===== src/rtl/letc_core_cache_port_arb.sv =====
// Buffered N-port request arbiter in front of the shared L1 cache port, with an in-order ID FIFO
// for response routing. Define LETC_CACHE_ARB_ROUND_ROBIN_EN for round-robin, else fixed priority.
module letc_core_cache_port_arb #(
  parameter int NUM_PORTS       = 2,
  parameter int ADDR_WIDTH      = 32,
  parameter int DATA_WIDTH      = 32,
  parameter int MAX_OUTSTANDING = 4
) (
  input  logic                                  i_clk,
  input  logic                                  i_rst,
  input  logic [NUM_PORTS-1:0]                  i_req_valid,
  output logic [NUM_PORTS-1:0]                  o_req_ready,
  input  logic [NUM_PORTS*ADDR_WIDTH-1:0]       i_req_addr,
  input  logic [NUM_PORTS-1:0]                  i_req_wen,
  input  logic [NUM_PORTS*DATA_WIDTH-1:0]       i_req_wdata,
  input  logic [NUM_PORTS*(DATA_WIDTH/8)-1:0]   i_req_wmask,
  output logic                                  o_cache_valid,
  input  logic                                  i_cache_ready,
  output logic [ADDR_WIDTH-1:0]                 o_cache_addr,
  output logic                                  o_cache_wen,
  output logic [DATA_WIDTH-1:0]                 o_cache_wdata,
  output logic [DATA_WIDTH/8-1:0]               o_cache_wmask,
  input  logic                                  i_cache_rsp_valid,
  input  logic [DATA_WIDTH-1:0]                 i_cache_rsp_rdata,
  output logic [NUM_PORTS-1:0]                  o_rsp_valid,
  output logic [DATA_WIDTH-1:0]                 o_rsp_rdata
);

  localparam int PW = (NUM_PORTS > 1) ? $clog2(NUM_PORTS) : 1;
  localparam int FW = $clog2(MAX_OUTSTANDING);
  localparam int MW = DATA_WIDTH / 8;

  logic [PW-1:0] grant;
  logic          reg_free;
  logic          fifo_space;
  logic          accept;
  logic          push;
  logic          pop;

  logic                  cache_valid_q;
  logic [ADDR_WIDTH-1:0] cache_addr_q;
  logic                  cache_wen_q;
  logic [DATA_WIDTH-1:0] cache_wdata_q;
  logic [MW-1:0]         cache_wmask_q;

  logic [FW:0]   count_q, count_d;
  logic [FW-1:0] wr_ptr_q, rd_ptr_q;
  logic [PW-1:0] id_mem_q [MAX_OUTSTANDING];

`ifdef LETC_CACHE_ARB_ROUND_ROBIN_EN
  logic [PW-1:0] rr_ptr_q, rr_ptr_d;

  always_comb begin
    int   idx;
    logic found;
    grant = '0;
    found = 1'b0;
    idx   = 0;
    for (int k = 0; k < NUM_PORTS; k++) begin
      idx = (int'(rr_ptr_q) + k) % NUM_PORTS;
      if (!found && i_req_valid[PW'(idx)]) begin
        found = 1'b1;
        grant = PW'(idx);
      end
    end
  end

  assign rr_ptr_d = (grant == PW'(NUM_PORTS - 1)) ? '0 : grant + PW'(1);

  always_ff @(posedge i_clk) begin
    if (i_rst) begin
      rr_ptr_q <= '0;
    end else if (accept) begin
      rr_ptr_q <= rr_ptr_d;
    end
  end
`else
  always_comb begin
    grant = '0;
    for (int k = NUM_PORTS - 1; k >= 0; k--) begin
      if (i_req_valid[PW'(k)]) grant = PW'(k);
    end
  end
`endif

  // Full check uses the registered count, so a same-cycle pop never frees a slot for a push.
  assign reg_free   = ~cache_valid_q | i_cache_ready;
  assign fifo_space = count_q < (FW+1)'(MAX_OUTSTANDING);
  assign accept     = reg_free & fifo_space & ~i_rst & (|i_req_valid);
  assign o_req_ready = accept ? (NUM_PORTS'(1) << grant) : '0;

  assign push = accept;
  assign pop  = i_cache_rsp_valid & ~i_rst & (count_q != '0);

  always_comb begin
    count_d = count_q;
    case ({push, pop})
      2'b10:   count_d = count_q + (FW+1)'(1);
      2'b01:   count_d = count_q - (FW+1)'(1);
      default: count_d = count_q;
    endcase
  end

  always_ff @(posedge i_clk) begin
    if (i_rst) begin
      count_q  <= '0;
      wr_ptr_q <= '0;
      rd_ptr_q <= '0;
    end else begin
      count_q <= count_d;
      if (push) wr_ptr_q <= wr_ptr_q + FW'(1);
      if (pop)  rd_ptr_q <= rd_ptr_q + FW'(1);
    end
  end

  always_ff @(posedge i_clk) begin
    if (push) id_mem_q[wr_ptr_q] <= grant;
  end

  assign o_rsp_valid = pop ? (NUM_PORTS'(1) << id_mem_q[rd_ptr_q]) : '0;
  assign o_rsp_rdata = i_cache_rsp_rdata;

  // Accept and drain in one cycle reloads the register for back-to-back issue.
  always_ff @(posedge i_clk) begin
    if (i_rst) begin
      cache_valid_q <= 1'b0;
      cache_addr_q  <= '0;
      cache_wen_q   <= 1'b0;
      cache_wdata_q <= '0;
      cache_wmask_q <= '0;
    end else if (accept) begin
      cache_valid_q <= 1'b1;
      cache_addr_q  <= i_req_addr[grant*ADDR_WIDTH +: ADDR_WIDTH];
      cache_wen_q   <= i_req_wen[grant];
      cache_wdata_q <= i_req_wdata[grant*DATA_WIDTH +: DATA_WIDTH];
      cache_wmask_q <= i_req_wmask[grant*MW +: MW];
    end else if (i_cache_ready) begin
      cache_valid_q <= 1'b0;
    end
  end

  assign o_cache_valid = cache_valid_q;
  assign o_cache_addr  = cache_addr_q;
  assign o_cache_wen   = cache_wen_q;
  assign o_cache_wdata = cache_wdata_q;
  assign o_cache_wmask = cache_wmask_q;

`ifdef SIMULATION
  always_ff @(posedge i_clk) begin
    if (!i_rst && i_cache_rsp_valid) begin
      assert (count_q != '0) else $error("cache response with no outstanding request");
    end
  end
`endif

endmodule


===== config.mk =====
export PLATFORM = sky130hd
export DESIGN_NAME = letc_core_cache_port_arb
export DESIGN_NICKNAME = d
export VERILOG_FILES = /design/src/rtl/letc_core_cache_port_arb.sv
export SDC_FILE = /design/constraint.sdc
export NUM_CORES = 1
export LEC_CHECK = 0
export BUFFER_PORTS_ARGS = -buffer_cell sky130_fd_sc_hd__buf_2
export CAP_MARGIN = 20
export CORE_AREA = 4 4 108 110
export DETAILED_ROUTE_END_ITERATION = 10
export DIE_AREA = 0 0 112 114
export PLACE_DENSITY = 0.69
export SLEW_MARGIN = 20
export SYNTH_ARGS = -nofsm -noshare
export SYNTH_HDL_FRONTEND = slang
export SYNTH_SLANG_ARGS = --single-unit

===== constraint.sdc =====
create_clock -name i_clk -period 3.45 [get_ports i_clk]
set_input_delay 0 -clock i_clk [delete_from_list [all_inputs] [get_ports i_clk]]
set_output_delay 0 -clock i_clk [all_outputs]
set_load 0.005 [all_outputs]

==> impl_metrics.toml, run 1 <==
[critical_path]
cpMostUsedCell = "buf_4"
slowest_stage = "buf_4"
worst-path-max-fanout = 36
r2r-end = "o_cache_wdata[4]$_SDFFE_PP0P_"
worst_ep_arrival_time_ns = 2.18
cpPeakStageDelay_ns = 0.60
worstSetupPathType = "flip-flop to flip-flop"
crit_start = "o_cache_valid$_SDFFE_PP0P_"
crit_buf_inv = 2
r2r_cells = 5
worstSetupStartpointType = "flip-flop"
worstPathRequired_ns = 3.67
cp-end-kind = "flip-flop"
r2r_setup_slack_ns = 1.49
timing.rr.start = "o_cache_valid$_SDFFE_PP0P_"
cp_top_family = "buffers and inverters"
path_cells = "nor2b_4 > or3_4 > buf_4 > buf_4 > o21ai_2"

[clock_network]
cts_sinks = 73
tritoncts = "yes"
cts.htree.levels = 3
clk_pin_slew_ns = 0.07
cts_resized = 0
cts_buffers = 9
root_buffer = "clkbuf_8"
postCtsSetupRepairBufs = 0
cts-hold-fix-buffers = 71
clk_latency_ns = 0.34
cts.path.max_buffers = 2

[timing]
period_share = 0.5674
finClkSkew_ns = 0.004839
worst_pin_slew_ns = 0.7535
min_period_ns = 1.957
setup_viol = 0
finalHoldViolations = 0
slew_viol_final = 0
max_slew_margin = 0.4976
rsz0062_at_grt = "no"
fmax_mhz = 510.9
fin_setup_tns_ns = 0

[layout]
antennaDiodeCount = 0
final_nets = 715
stdcell_count = 682
drive_above_1_share = 0.4373
syn2layout_area_growth_pct = 38.31
final_cell_mix = "buf_2 (146), dfxtp_1 (73), inv_1 (72)"
final_common_cell = "buf_2"

[global_routing]
grt_pass1_wl_microns = 15070
grt_usage = 0.1440
overflow = 0
antenna_found_initial = 0
grt_pass1_vias = 3160
grt_max_degree = 71

[status]
status = "completed"

[hold_path]
whs_endpoint = "o_rsp_rdata[22]"
whs_path_depth = 0
hp-start = "i_cache_rsp_rdata[22]"
hp-class = "input port to output pin"

[yosys]
ys_seq_area_frac = 0.4163
synth_edf_count = 0
syn_inst = 370
yosysWarnings = 0
async_reset_ff_frac = 0
synth-main-ff-cell = "dfxtp_1"
synth_area_per_cell_sq_um = 9.489
synthDistinctLibCells = 25
ys_seq_elements = 73
syn_area_sq_um = 3511

[floorplanning]
die-area_sq_um = 12770
die_w_microns = 112
pin_count = 282
die_h_microns = 114
initial_utilization = 0.3282
core_sq_um = 10700
num_rows = 38

[placement]
dpl.hpwl_microns = 5595
dp.cells = 595
place.gp.congestion = 0.7661
portBuffers = 146

[routing]
drtAntennaViolNets = 0
vias_per_cell = 4.572
drt-pass1-iter-count = 4
first_iter_violations = 225
vias = 3118
wl_per_cell_microns = 13.56
drcViolationCount = 0
wl_microns = 9245

[flow_run]
maxCapViolCount = 0

[power_and_ir_drop]
leakage_nw = 2.380
p_per_area_nw_per_um2 = 419.7
peakVddDrop_mv = 0.2216
-- synthesized netlist by cell type (2+ instances only) --
cell type / number / area, sq um
dfxtp_1: 73 / 1461
inv_1: 72 / 270.3
o211ai_1: 69 / 518.0
o21ai_2: 68 / 595.6
buf_4: 36 / 270.3
clkbuf_1: 21 / 78.83
buf_12: 7 / 140.1
a21oi_1: 3 / 15.01
nor2_1: 3 / 11.26
inv_2: 2 / 7.510
xor2_1: 2 / 17.52
-- sequential cells by signal, indices dropped and copies added, names as in the netlist --
signal and count:
o_cache_addr 32, o_cache_wdata 32, o_cache_wmask 4, count_q 3, o_cache_valid 1, o_cache_wen 1
-- cell families (layout without fill, tap and decap cells) --
kind of cell | Yosys count | in the layout | synth area share
AOI/OAI and AO/OA | 144 | 144 | 0.3293
adders and majority gates | 2 | 2 | 0.009266
DFF | 73 | 73 | 0.4163
xor gates and xnor gates | 2 | 2 | 0.004990
and+or+nand+nor | 7 | 7 | 0.01176
buffers and inverters | 141 | 312 | 0.2274
other | 1 | 2 | 0.001068
-- cell type report --
type                    count  area (sq um)
multi-input cells         157          1274
repair buffers            222          1479
clock inverters             3         40.04
flip-flops and latches     73          1461
fillers                   993          5842
clock buffers              13         148.9
inverters                  74         277.8
well taps                 140         175.2
-- power by group --
group	internal [mW]	switching, mW
combinational	0.204	0.216
clock	0.353	0.304
sequential	0.921	0.0400
total	1.48	0.560
-- per-stage QoR --
| stage | util | hold slack, ns | area, sq um | power (mW) | worst slack [ns] |
|---|---|---|---|---|---|
| 2_1_floorplan | - | 0.06907 | 3515 | 1.247 | 1.129 |
| 3_3_place_gp | 0.3698 | 0.00003458 | 3956 | 1.325 | 1.512 |
| 3_5_place_dp | 0.3698 | 0.00003458 | 3956 | 1.338 | 1.434 |
| 4_1_cts | 0.4539 | 0.00003458 | 4856 | 2.083 | 1.420 |
| 5_1_grt | 0.4539 | 0.000007966 | 4856 | 2.161 | 1.330 |
| 6_report | 0.4539 | 0.000001981 | 4856 | 2.038 | 1.493 |
-- metal layers --
layer	track usage	routed length, microns	share of wire
met5	0	0	0
met4	0.07612	273	0.030
met3	0.04509	791	0.086
met2	0.2394	4570	0.49
met1	0.1667	3610	0.39
-- how the worst max path moves through the flow --
stage | end | slack, ns | cells after the start
after floorplan | count_q[2]$_SDFFE_PP0P_ | 1.13 | 11
after global placement | o_cache_wdata[20]$_SDFFE_PP0P_ | 1.51 | 5
after detailed placement | o_cache_addr[30]$_SDFFE_PP0P_ | 1.43 | 5
after CTS | o_cache_wdata[4]$_SDFFE_PP0P_ | 1.42 | 5
after global routing | o_cache_wdata[0]$_SDFFE_PP0P_ | 1.33 | 5
final | o_cache_wdata[4]$_SDFFE_PP0P_ | 1.49 | 5
Note: power is estimated with default switching activity, not from simulation.
==> inputs of run 2 (changes only) <==
- CORE_AREA: 4 4 108 110 -> 4 4 107 109
- DIE_AREA: 0 0 112 114 -> 0 0 111 113
- PLACE_DENSITY: 0.69 -> 0.73
- clock period: 3.45 -> 1.7 ns (I/O delays scaled with it)
==> run 2 against run 1 <==
The run now ends with negative hold slack, negative setup slack left. Register-to-register slack lost 1.7 ns. Critical path depth grew 3. Combinational power grew 120%. First-iteration DRC count shrank 12%. Maximum frequency grew 4.6%. Clock skew grew 0.0043 ns. Routed wire length grew 7.0%. Final cell count grew 0.59%. Clock-buffer cell count is the same. Utilization grew 1.4 points. Cell area grew 2.2%. Die area shrank 1.8%. Largest cell class unchanged. Highest routed layer unchanged.
==> impl_metrics.toml, run 2 (synthesis gave the netlist of run 1 again) <==
[routing]
drtAntennaViolNets = 0
vias_per_cell = 4.592
wl_per_cell_microns = 14.41
vias = 3150
drcViolationCount = 0
first_iter_violations = 197
wl_microns = 9888
drt-pass1-iter-count = 4

[floorplanning]
pin_count = 282
die-area_sq_um = 12540
die_h_microns = 113
num_rows = 38
core_sq_um = 10600
die_w_microns = 111
initial_utilization = 0.3311

[power_and_ir_drop]
peakVddDrop_mv = 0.3820
p_int_mw = 3.054
p_per_area_nw_per_um2 = 849.7
p_sw_frac = 0.2761
leakage_nw = 2.425
switchingPower_mw = 1.165
clockPowerShare = 0.316
p_comb_frac = 0.220
pwr-share-seq = 0.464

[global_routing]
overflow = 0
grt_pass1_vias = 3346
grt_pass1_wl_microns = 16370
grt_usage = 0.1582
antenna_found_initial = 0
grt_max_degree = 71

[timing]
rsz0062_at_grt = "yes"
min_period_ns = 1.872
setup_slack_ns = -0.1722
finalHoldViolations = 4
fmax_mhz = 534.1
finClkSkew_ns = 0.009140
period_share = 1.101
hold_ws_ns = -0.09649
worst_pin_slew_ns = 0.7620
slew_viol_final = 0
max_slew_margin = 0.4920
setup_viol = 2
fin_setup_tns_ns = -0.2670

[critical_path]
worst_ep_arrival_time_ns = 2.14
worstSetupPathType = "flip-flop to flip-flop"
worst-path-max-fanout = 4
worstSetupStartpointType = "flip-flop"
worstPathRequired_ns = 1.97
cp-end-kind = "flip-flop"

[clock_network]
cts.path.max_buffers = 2
cts-hold-fix-buffers = 69
cts_sinks = 73
root_buffer = "clkbuf_8"
clk_pin_slew_ns = 0.08
postCtsSetupRepairBufs = 0
tritoncts = "yes"
cts_buffers = 9
cts.htree.levels = 3
clk_latency_ns = 0.34

[status]
status = "finished with violations"
violations = "negative hold slack, negative setup slack"

[hold_path]
hp-class = "input port to flip-flop"

[placement]
portBuffers = 146
dpl.hpwl_microns = 5902
place.gp.congestion = 0.7917
dpl_cell_area_sq_um = 4010

[layout]
antennaDiodeCount = 0
multi_input_area_sq_um = 1306
final_cell_mix = "buf_2 (146), inv_1 (71), dfxtp_1 (71)"
fin_area_sq_um = 4965
final_nets = 719
seqCellArea_sq_um = 1464
syn2layout_area_growth_pct = 41.41
final_common_cell = "buf_2"
drive_above_1_share = 0.4597
num-fill-cells = 966

[flow_run]
maxCapViolCount = 0
[run 2: cell count changes in the layout (fill, tap and decap cells not counted), sizes merged]
cell and delta:
buf +5, bufbuf +1, dlygate4sd3 -2
[run 2: final cells by class]
| class | count | area share |
|---|---|---|
| tap | 140 | 0.03528 |
| clock inverter | 3 | 0.008065 |
| inverter | 74 | 0.05595 |
| timing repair buffer | 226 | 0.3128 |
| sequential | 73 | 0.2949 |
| multi-input combinational | 157 | 0.2631 |
| clock buffer | 13 | 0.02999 |
[run 2: critical path, cell delays in order, from the launching register on]
cell,delay (ns)
dfxtp_2,0.34
o21bai_4,0.17
or3_4,0.34
ha_4,0.17
inv_2,0.05
fa_2,0.19
xor2_1,0.08
or3_1,0.33
a21oi_2,0.13
[run 2: metal layers]
layer,vias up,share of wire,track usage
met4,0,0.028,0.07882
li1,1540,-,-
met3,28,0.078,0.05187
met2,122,0.50,0.2698
met1,1460,0.39,0.1779
met5,-,0,0
[run 2: metrics by stage]
step                      setup slack [ns]  hold WS (ns)  total power, mW  utilization  std cells
after CTS                          -0.1650       -0.1222            4.289       0.4663        686
after floorplan                    -0.4685       0.06165            2.543            -        371
after detailed placement           -0.1891    0.00003458            2.753       0.3782        600
after global routing               -0.2537       -0.1011            4.472       0.4683        686
final                              -0.1722      -0.09649            4.219       0.4683        686
after global placement            -0.09828    0.00003458            2.722       0.3782        600
[run 2: worst paths after layout]
path	from	endpoint	slack, ns	cells past startpoint
max	count_q[2]$_SDFFE_PP0P_	count_q[2]$_SDFFE_PP0P_	-0.17	8
max reg2reg	count_q[2]$_SDFFE_PP0P_	count_q[2]$_SDFFE_PP0P_	-0.17	8
min reg2reg	o_cache_wdata[14]$_SDFFE_PP0P_	o_cache_wdata[14]$_SDFFE_PP0P_	0.51	2
min	i_rst	o_cache_valid$_SDFFE_PP0P_	-0.1	2
[run 2: what timing repair did]
| action | CTS | global route |
|---|---|---|
| pin swaps | 6 | 1 |
| resized for setup | 5 | 4 |
| hold endpoints to repair | 73 | 4 |
| gates cloned | 1 | 0 |
| endpoints found under the setup margin | 3 | 5 |
[run 2: power by group through the flow]
stage	Clock, mW	Combinational (mW)	Sequential (mW)
2_1_floorplan	0	0.543	2.00
3_3_place_gp	0	0.741	1.98
3_5_place_dp	0	0.762	1.99
4_1_cts	1.42	0.919	1.95
5_1_grt	1.47	1.02	1.97
6_report	1.33	0.928	1.96
